===== config.mk =====
export PLATFORM = sky130hd
export DESIGN_NAME = pipe_stage_reg_flat
export DESIGN_NICKNAME = d
export VERILOG_FILES = /design/src/rtl/pcpu_pipe_pkg.sv /design/src/rtl/pipe_stage_reg_if.sv /design/src/rtl/pipe_stage_slot.sv /design/src/rtl/pipe_stage_reg.sv /design/src/flat_wrapper.sv
export SDC_FILE = /design/constraint.sdc
export NUM_CORES = 1
export LEC_CHECK = 0
export ABC_AREA = 1
export CAP_MARGIN = 40
export CORE_AREA = 2 2 182 184
export CTS_CLUSTER_DIAMETER = 150
export CTS_CLUSTER_SIZE = 40
export DETAILED_ROUTE_END_ITERATION = 10
export DIE_AREA = 0 0 184 186
export GPL_TIMING_DRIVEN = 1
export HOLD_SLACK_MARGIN = 0.1
export PLACE_DENSITY_LB_ADDON = 0.12
export SLEW_MARGIN = 30
export SYNTH_ARGS = -nofsm -noshare
export SYNTH_HDL_FRONTEND = slang
export SYNTH_SLANG_ARGS = --single-unit

===== constraint.sdc =====
create_clock -name clk -period 3.8 [get_ports clk]
set_input_delay 1.14 -clock clk [delete_from_list [all_inputs] [get_ports clk]]
set_output_delay 1.14 -clock clk [all_outputs]
set_load 0.005 [all_outputs]

===== src/rtl/pcpu_pipe_pkg.sv =====
// Shared PCPU pipeline definitions: exception causes, per-stage squash masks and
// control-word field positions used by the inter-stage registers and their consumers.
package pcpu_pipe_pkg;

    typedef enum logic [1:0] {
        CAUSE_NONE    = 2'd0,
        CAUSE_INT     = 2'd1,
        CAUSE_SYSCALL = 2'd2,
        CAUSE_OVF     = 2'd3
    } cause_e;

    // Bit k set means cause k squashes the beats held in that stage.
    localparam logic [3:0] KILL_MASK_IFID  = 4'b1110;
    localparam logic [3:0] KILL_MASK_IDEX  = 4'b1110;
    localparam logic [3:0] KILL_MASK_EXMEM = 4'b1000;
    localparam logic [3:0] KILL_MASK_MEMWB = 4'b0000;

    localparam int CTRL_BEOP_LSB  = 7;
    localparam int CTRL_BEOP_MSB  = 9;
    localparam int CTRL_MEMREAD   = 10;
    localparam int CTRL_MEMWRITE  = 11;

endpackage


===== src/rtl/pipe_stage_reg_if.sv =====
// Valid/ready stream carrying one pipeline beat: a control word plus NCH data channels.
interface pipe_stage_reg_if #(
    parameter int CTRL_W = 32,
    parameter int DATA_W = 32,
    parameter int NCH    = 6
);

    logic                    valid;
    logic                    ready;
    logic [CTRL_W-1:0]       ctrl;
    logic [NCH*DATA_W-1:0]   data;

    modport master (output valid, output ctrl, output data, input ready);
    modport slave  (input valid, input ctrl, input data, output ready);

endinterface


===== src/rtl/pipe_stage_slot.sv =====
// One pipeline entry: valid bit, control word and data. Kill drops the beat and zeroes
// its control word but leaves the data untouched.
module pipe_stage_slot #(
    parameter int CTRL_W = 32,
    parameter int WIDTH  = 192
) (
    input  logic              clk,
    input  logic              rst,
    input  logic              load,
    input  logic              kill,
    input  logic [CTRL_W-1:0] ctrl_d,
    input  logic [WIDTH-1:0]  data_d,
    output logic              valid,
    output logic [CTRL_W-1:0] ctrl,
    output logic [WIDTH-1:0]  data
);

    always_ff @(posedge clk) begin
        if (!rst) begin
            valid <= 1'b0;
            ctrl  <= '0;
            data  <= '0;
        end else if (kill) begin
            valid <= 1'b0;
            ctrl  <= '0;
        end else if (load) begin
            valid <= 1'b1;
            ctrl  <= ctrl_d;
            data  <= data_d;
        end
    end

endmodule


===== src/rtl/pipe_stage_reg.sv =====
// Generic inter-stage pipeline register with valid/ready handshake and cause-selective squash.
// Define PIPE_STAGE_SKID_EN to add a skid entry and take in_ready from a register.
module pipe_stage_reg
    import pcpu_pipe_pkg::*;
#(
    parameter int CTRL_W  = 32,
    parameter int DATA_W  = 32,
    parameter int NCH     = 6,
    parameter int CAUSE_W = 2,
    parameter logic [(2**CAUSE_W)-1:0] KILL_MASK = KILL_MASK_EXMEM,
    parameter int CNT_W   = 16
) (
    input  logic                 clk,
    input  logic                 rst,
    pipe_stage_reg_if.slave      up,
    pipe_stage_reg_if.master     dn,
    input  logic                 flush_i,
    input  logic [CAUSE_W-1:0]   cause_i,
    output logic [CNT_W-1:0]     squash_cnt_o
);

    localparam int DW = NCH * DATA_W;

    logic              squash;
    logic              up_xfer;
    logic              dn_xfer;
    logic [1:0]        killed;
    logic              m_load;
    logic              m_kill;
    logic              m_valid;
    logic [CTRL_W-1:0] m_ctrl;
    logic [DW-1:0]     m_data;
    logic [CTRL_W-1:0] m_ctrl_d;
    logic [DW-1:0]     m_data_d;
    logic [CNT_W:0]    cnt_sum;

    assign squash   = flush_i && KILL_MASK[cause_i];
    assign up_xfer  = up.valid && up.ready;
    assign dn_xfer  = m_valid && dn.ready;
    assign dn.valid = m_valid;
    assign dn.ctrl  = m_ctrl;
    assign dn.data  = m_data;

    pipe_stage_slot #(.CTRL_W(CTRL_W), .WIDTH(DW)) u_main (
        .clk(clk), .rst(rst), .load(m_load), .kill(m_kill),
        .ctrl_d(m_ctrl_d), .data_d(m_data_d),
        .valid(m_valid), .ctrl(m_ctrl), .data(m_data)
    );

`ifdef PIPE_STAGE_SKID_EN
    logic              s_load;
    logic              s_kill;
    logic              s_valid;
    logic [CTRL_W-1:0] s_ctrl;
    logic [DW-1:0]     s_data;

    // The skid entry is only ever occupied behind a stalled main entry.
    assign up.ready = rst && !s_valid;

    pipe_stage_slot #(.CTRL_W(CTRL_W), .WIDTH(DW)) u_skid (
        .clk(clk), .rst(rst), .load(s_load), .kill(s_kill),
        .ctrl_d(up.ctrl), .data_d(up.data),
        .valid(s_valid), .ctrl(s_ctrl), .data(s_data)
    );

    always_comb begin
        m_load   = 1'b0;
        m_kill   = 1'b0;
        s_load   = 1'b0;
        s_kill   = 1'b0;
        m_ctrl_d = up.ctrl;
        m_data_d = up.data;
        killed   = 2'd0;
        if (squash) begin
            m_kill = 1'b1;
            s_kill = 1'b1;
            killed = 2'(m_valid) + 2'(s_valid) + 2'(up_xfer);
        end else if (dn_xfer) begin
            if (s_valid) begin
                m_load   = 1'b1;
                m_ctrl_d = s_ctrl;
                m_data_d = s_data;
                s_kill   = 1'b1;
            end else if (up_xfer) begin
                m_load = 1'b1;
            end else begin
                m_kill = 1'b1;
            end
        end else if (up_xfer) begin
            if (m_valid) s_load = 1'b1;
            else         m_load = 1'b1;
        end
    end
`else
    assign up.ready = rst && (!m_valid || dn.ready);

    always_comb begin
        m_load   = 1'b0;
        m_kill   = 1'b0;
        m_ctrl_d = up.ctrl;
        m_data_d = up.data;
        killed   = 2'd0;
        if (squash) begin
            m_kill = 1'b1;
            killed = 2'(m_valid) + 2'(up_xfer);
        end else if (up_xfer) begin
            m_load = 1'b1;
        end else if (dn_xfer) begin
            m_kill = 1'b1;
        end
    end
`endif

    // Squash counter saturates at all-ones instead of wrapping.
    assign cnt_sum = {1'b0, squash_cnt_o} + (CNT_W+1)'(killed);

    always_ff @(posedge clk) begin
        if (!rst) begin
            squash_cnt_o <= '0;
        end else if (squash) begin
            if (cnt_sum[CNT_W]) squash_cnt_o <= '1;
            else                squash_cnt_o <= cnt_sum[CNT_W-1:0];
        end
    end

endmodule


===== src/flat_wrapper.sv =====
// flat-port wrapper written by rule: the top's interface ports become plain ports
module pipe_stage_reg_flat import pcpu_pipe_pkg::*;
#(
    parameter int CTRL_W  = 32,
    parameter int DATA_W  = 32,
    parameter int NCH     = 6,
    parameter int CAUSE_W = 2,
    parameter logic [(2**CAUSE_W)-1:0] KILL_MASK = KILL_MASK_EXMEM,
    parameter int CNT_W   = 16
)
  (clk, rst, flush_i, cause_i, squash_cnt_o, up_valid, up_ctrl, up_data, up_ready, dn_valid, dn_ctrl, dn_data, dn_ready);
  pipe_stage_reg_if #(.CTRL_W(CTRL_W), .DATA_W(DATA_W), .NCH(NCH)) up_i ();
  pipe_stage_reg_if #(.CTRL_W(CTRL_W), .DATA_W(DATA_W), .NCH(NCH)) dn_i ();
  input  logic clk;
  input  logic rst;
  input  logic flush_i;
  input  logic [CAUSE_W-1:0] cause_i;
  output logic [CNT_W-1:0] squash_cnt_o;
  input wire logic [$bits(up_i.valid)-1:0] up_valid;
  input wire logic [$bits(up_i.ctrl)-1:0] up_ctrl;
  input wire logic [$bits(up_i.data)-1:0] up_data;
  output wire logic [$bits(up_i.ready)-1:0] up_ready;
  output wire logic [$bits(dn_i.valid)-1:0] dn_valid;
  output wire logic [$bits(dn_i.ctrl)-1:0] dn_ctrl;
  output wire logic [$bits(dn_i.data)-1:0] dn_data;
  input wire logic [$bits(dn_i.ready)-1:0] dn_ready;
  assign up_i.valid = up_valid;
  assign up_i.ctrl = up_ctrl;
  assign up_i.data = up_data;
  assign up_ready = up_i.ready;
  assign dn_valid = dn_i.valid;
  assign dn_ctrl = dn_i.ctrl;
  assign dn_data = dn_i.data;
  assign dn_i.ready = dn_ready;
  pipe_stage_reg #(.CTRL_W(CTRL_W), .DATA_W(DATA_W), .NCH(NCH), .CAUSE_W(CAUSE_W), .KILL_MASK(KILL_MASK), .CNT_W(CNT_W)) u_core (.clk(clk), .rst(rst), .up(up_i), .dn(dn_i), .flush_i(flush_i), .cause_i(cause_i), .squash_cnt_o(squash_cnt_o));
endmodule

==> flow_summary_export.csv <==
group,metric,value,unit
status,status,"complete, no violations",
placed_design,io_buffers,472,
detailed_routing,firstDrtPassIters,4,
critical_path,critPathKind,"input pin to output pin",
synth,synth_cell_types,27,
global_route,grt_pass1_vias,8350,
final_layout,insertedDiodeCount,0,
detailed_routing,drt_wl_total,32480,um
floorplan,die_y,186,um
timing,final-hold-violation-count,0,
final_layout,final_common_cell,"clkdlybuf4s50_1",
clocking,clockRootBuffer,"clkbuf_16",
critical_path,crit_fanout,2,
final_layout,fin_util,44.06,%
critical_path,crit_path_start_kind,"input pin",
critical_path,crit_required,2.66,ns
final_layout,area_delta_synth_final,62.76,%
clocking,htree_levels,1,
timing,timing.final.crit_period,3.548,ns
power,power,5.165,mW
floorplan,die_w,184,um
synth,ys_seq_elements,241,
critical_path,end_kind,"output pin",
detailed_routing,drtIter0Drc,549,
synth,synthCells,1151,
global_route,grt_pass1_wl,48500,um
clocking,tritoncts_num_sinks,241,
clocking,cts_buffer_depth,3,
power,leakage,5.715,nW
timing,worstMarginPinSlew,0.7035,ns
timing,fin_crit_sh,93.36,%
critical_path,r2r_slack,1.17,ns
detailed_routing,drc,0,
timing,fin_skew,0.05233,ns
timing,grt_setup_unrepaired,"no",
synth,syn_area,0.008718,sq mm
timing,setup_ws,0.2523,ns
placed_design,hpwl,23050,um
final_layout,drive_gt1_share,2.778,%
clocking,clk_pin_slew,0.14,ns
clocking,cts_buffers,10,
global_route,antenna_found_initial,0,
flow_run,drv_cap,0,
global_route,gr-total-overflow,0,
clocking,cts_setup_buffers,0,
final_layout,layout_common_cells,"clkdlybuf4s50_1 (471), nor2_1 (409), dfxtp_1 (241)",
final_layout,nFillCells,3228,
clocking,post_cts_resized,0,
placed_design,dp_slack,-0.01377,ns
detailed_routing,antenna_left,0,
power,vdd_drop_max,0.3004,mV
timing,finalSetupTns,0,ns
detailed_routing,post_drt_via_cell_ratio,4.418,
floorplan,core-area,0.03221,sq mm
timing,finalMaxSlewViolations,0,
timing,slew_headroom,53.10,%
placed_design,gp_congestion,0.8057,
timing,setup_viol,0,
floorplan,ioPinCount,473,
floorplan,die_area,0.03422,sq mm
floorplan,start_util,27.07,%
synth,yosysWarnings,0,
detailed_routing,num_vias,8800,
power,powerDensity,364.0,mW/mm^2
global_route,grtUsageTotal,17.85,%
timing,fmax,0.2819,GHz
global_route,grt_max_degree,159,
synth,syn_avg_cell_area,7.575,sq um
worst_hold_path,hold_path.class,"flop to flop",
detailed_routing,wl_per_cell,16.30,um
clocking,cts_tree,"done",
synth,yosysSeqAreaShare,55.34,%
critical_path,critical_path_arrival,2.41,ns
final_layout,final_nets,1818,
floorplan,rows,66,
clocking,clock_latency,0.49,ns
synth,syn_nets,1386,
clocking,ctsHoldBuffers,0,
## final timing paths
check,from,end,depth (start not counted)
min reg2reg,u_core.u_main.ctrl[16],u_core.u_main.ctrl[16],2
max reg2reg,u_core.u_main.valid,u_core.squash_cnt_o[8],16
min,u_core.u_main.ctrl[16],u_core.u_main.ctrl[16],2
max,dn_ready,up_ready,5
## layer usage
metal  global-route usage [%]  part of all wire [%]  vias up  routed length [um]
met2                    30.97                    48      277               15540
met4                    3.904                   1.9        0                 608
met3                    5.420                   7.9       26                2559
met5                        0                     0        -                   0
met1                    21.74                    42     3993               13760
li1                         -                     -     4504                   -
## power by group
part / internal [mW] / switching, mW
clock: 0.609 / 0.853
combinational: 0.564 / 0.376
sequential: 2.69 / 0.0765
## cell usage after synthesis (all sizes together)
| cell type | number | area (sq um) |
|---|---|---|
| a21oi | 41 | 209.0 |
| a31oi | 1 | 6.260 |
| buf | 35 | 187.7 |
| clkbuf | 39 | 146.4 |
| dfxtp | 241 | 4825 |
| fa | 1 | 20.02 |
| ha | 3 | 37.54 |
| inv | 33 | 123.9 |
| nand2 | 121 | 456.7 |
| nand3 | 13 | 65.06 |
| nand3b | 2 | 15.01 |
| nand4 | 3 | 18.77 |
| nor2 | 411 | 1553 |
| nor3 | 3 | 15.01 |
| o21ai | 198 | 991.0 |
| o21bai | 1 | 7.510 |
| o311ai | 1 | 8.760 |
| or2 | 1 | 6.260 |
| xnor2 | 1 | 8.760 |
| xor2 | 2 | 17.52 |
## sequential cells by signal, summed over array words and instances, names as in the netlist
| register | flops |
|---|---|
| u_core.u_main.valid | 1 |
| u_core.u_main.ctrl | 32 |
| u_core.squash_cnt_o | 16 |
| u_core.u_main.data | 192 |
## cell families after synthesis
kind of cell,share of synthesized area [%]
and+or+nand+nor,24.43
AOI/OAI and AO/OA,14.02
DFF,55.34
buffers and inverters,5.253
adders and majority gates,0.6602
xor gates and xnor gates,0.3014
## cell type report
| cell class | count | area [sq um] | area share [%] |
|---|---|---|---|
| clock buffers | 11 | 275.3 | 1.940 |
| clock inverters | 2 | 60.06 | 0.4232 |
| inverters | 33 | 128.9 | 0.9082 |
| multi-input cells | 803 | 3453 | 24.34 |
| flip-flops and latches | 241 | 4825 | 34.00 |
| well taps | 408 | 510.5 | 3.598 |
| repair buffers | 494 | 4937 | 34.79 |
## worst max-delay path, cell delays in order
cell	delay [ns]
clkdlybuf4s50_1	0.45
inv_1	0.05
a21oi_2	0.15
buf_4	0.12
clkdlybuf4s50_1	0.48
## per-stage QoR
step	hold slack, ns	instance area, sq um	std cells
after floorplan	0.4560	8718	1151
after global placement	0.4482	13810	1977
after detailed placement	0.4516	13850	1979
after CTS	0.4723	14190	1992
after global routing	0.4872	14190	1992
final	0.4688	14190	1992
(Power assumes the default switching activity.)
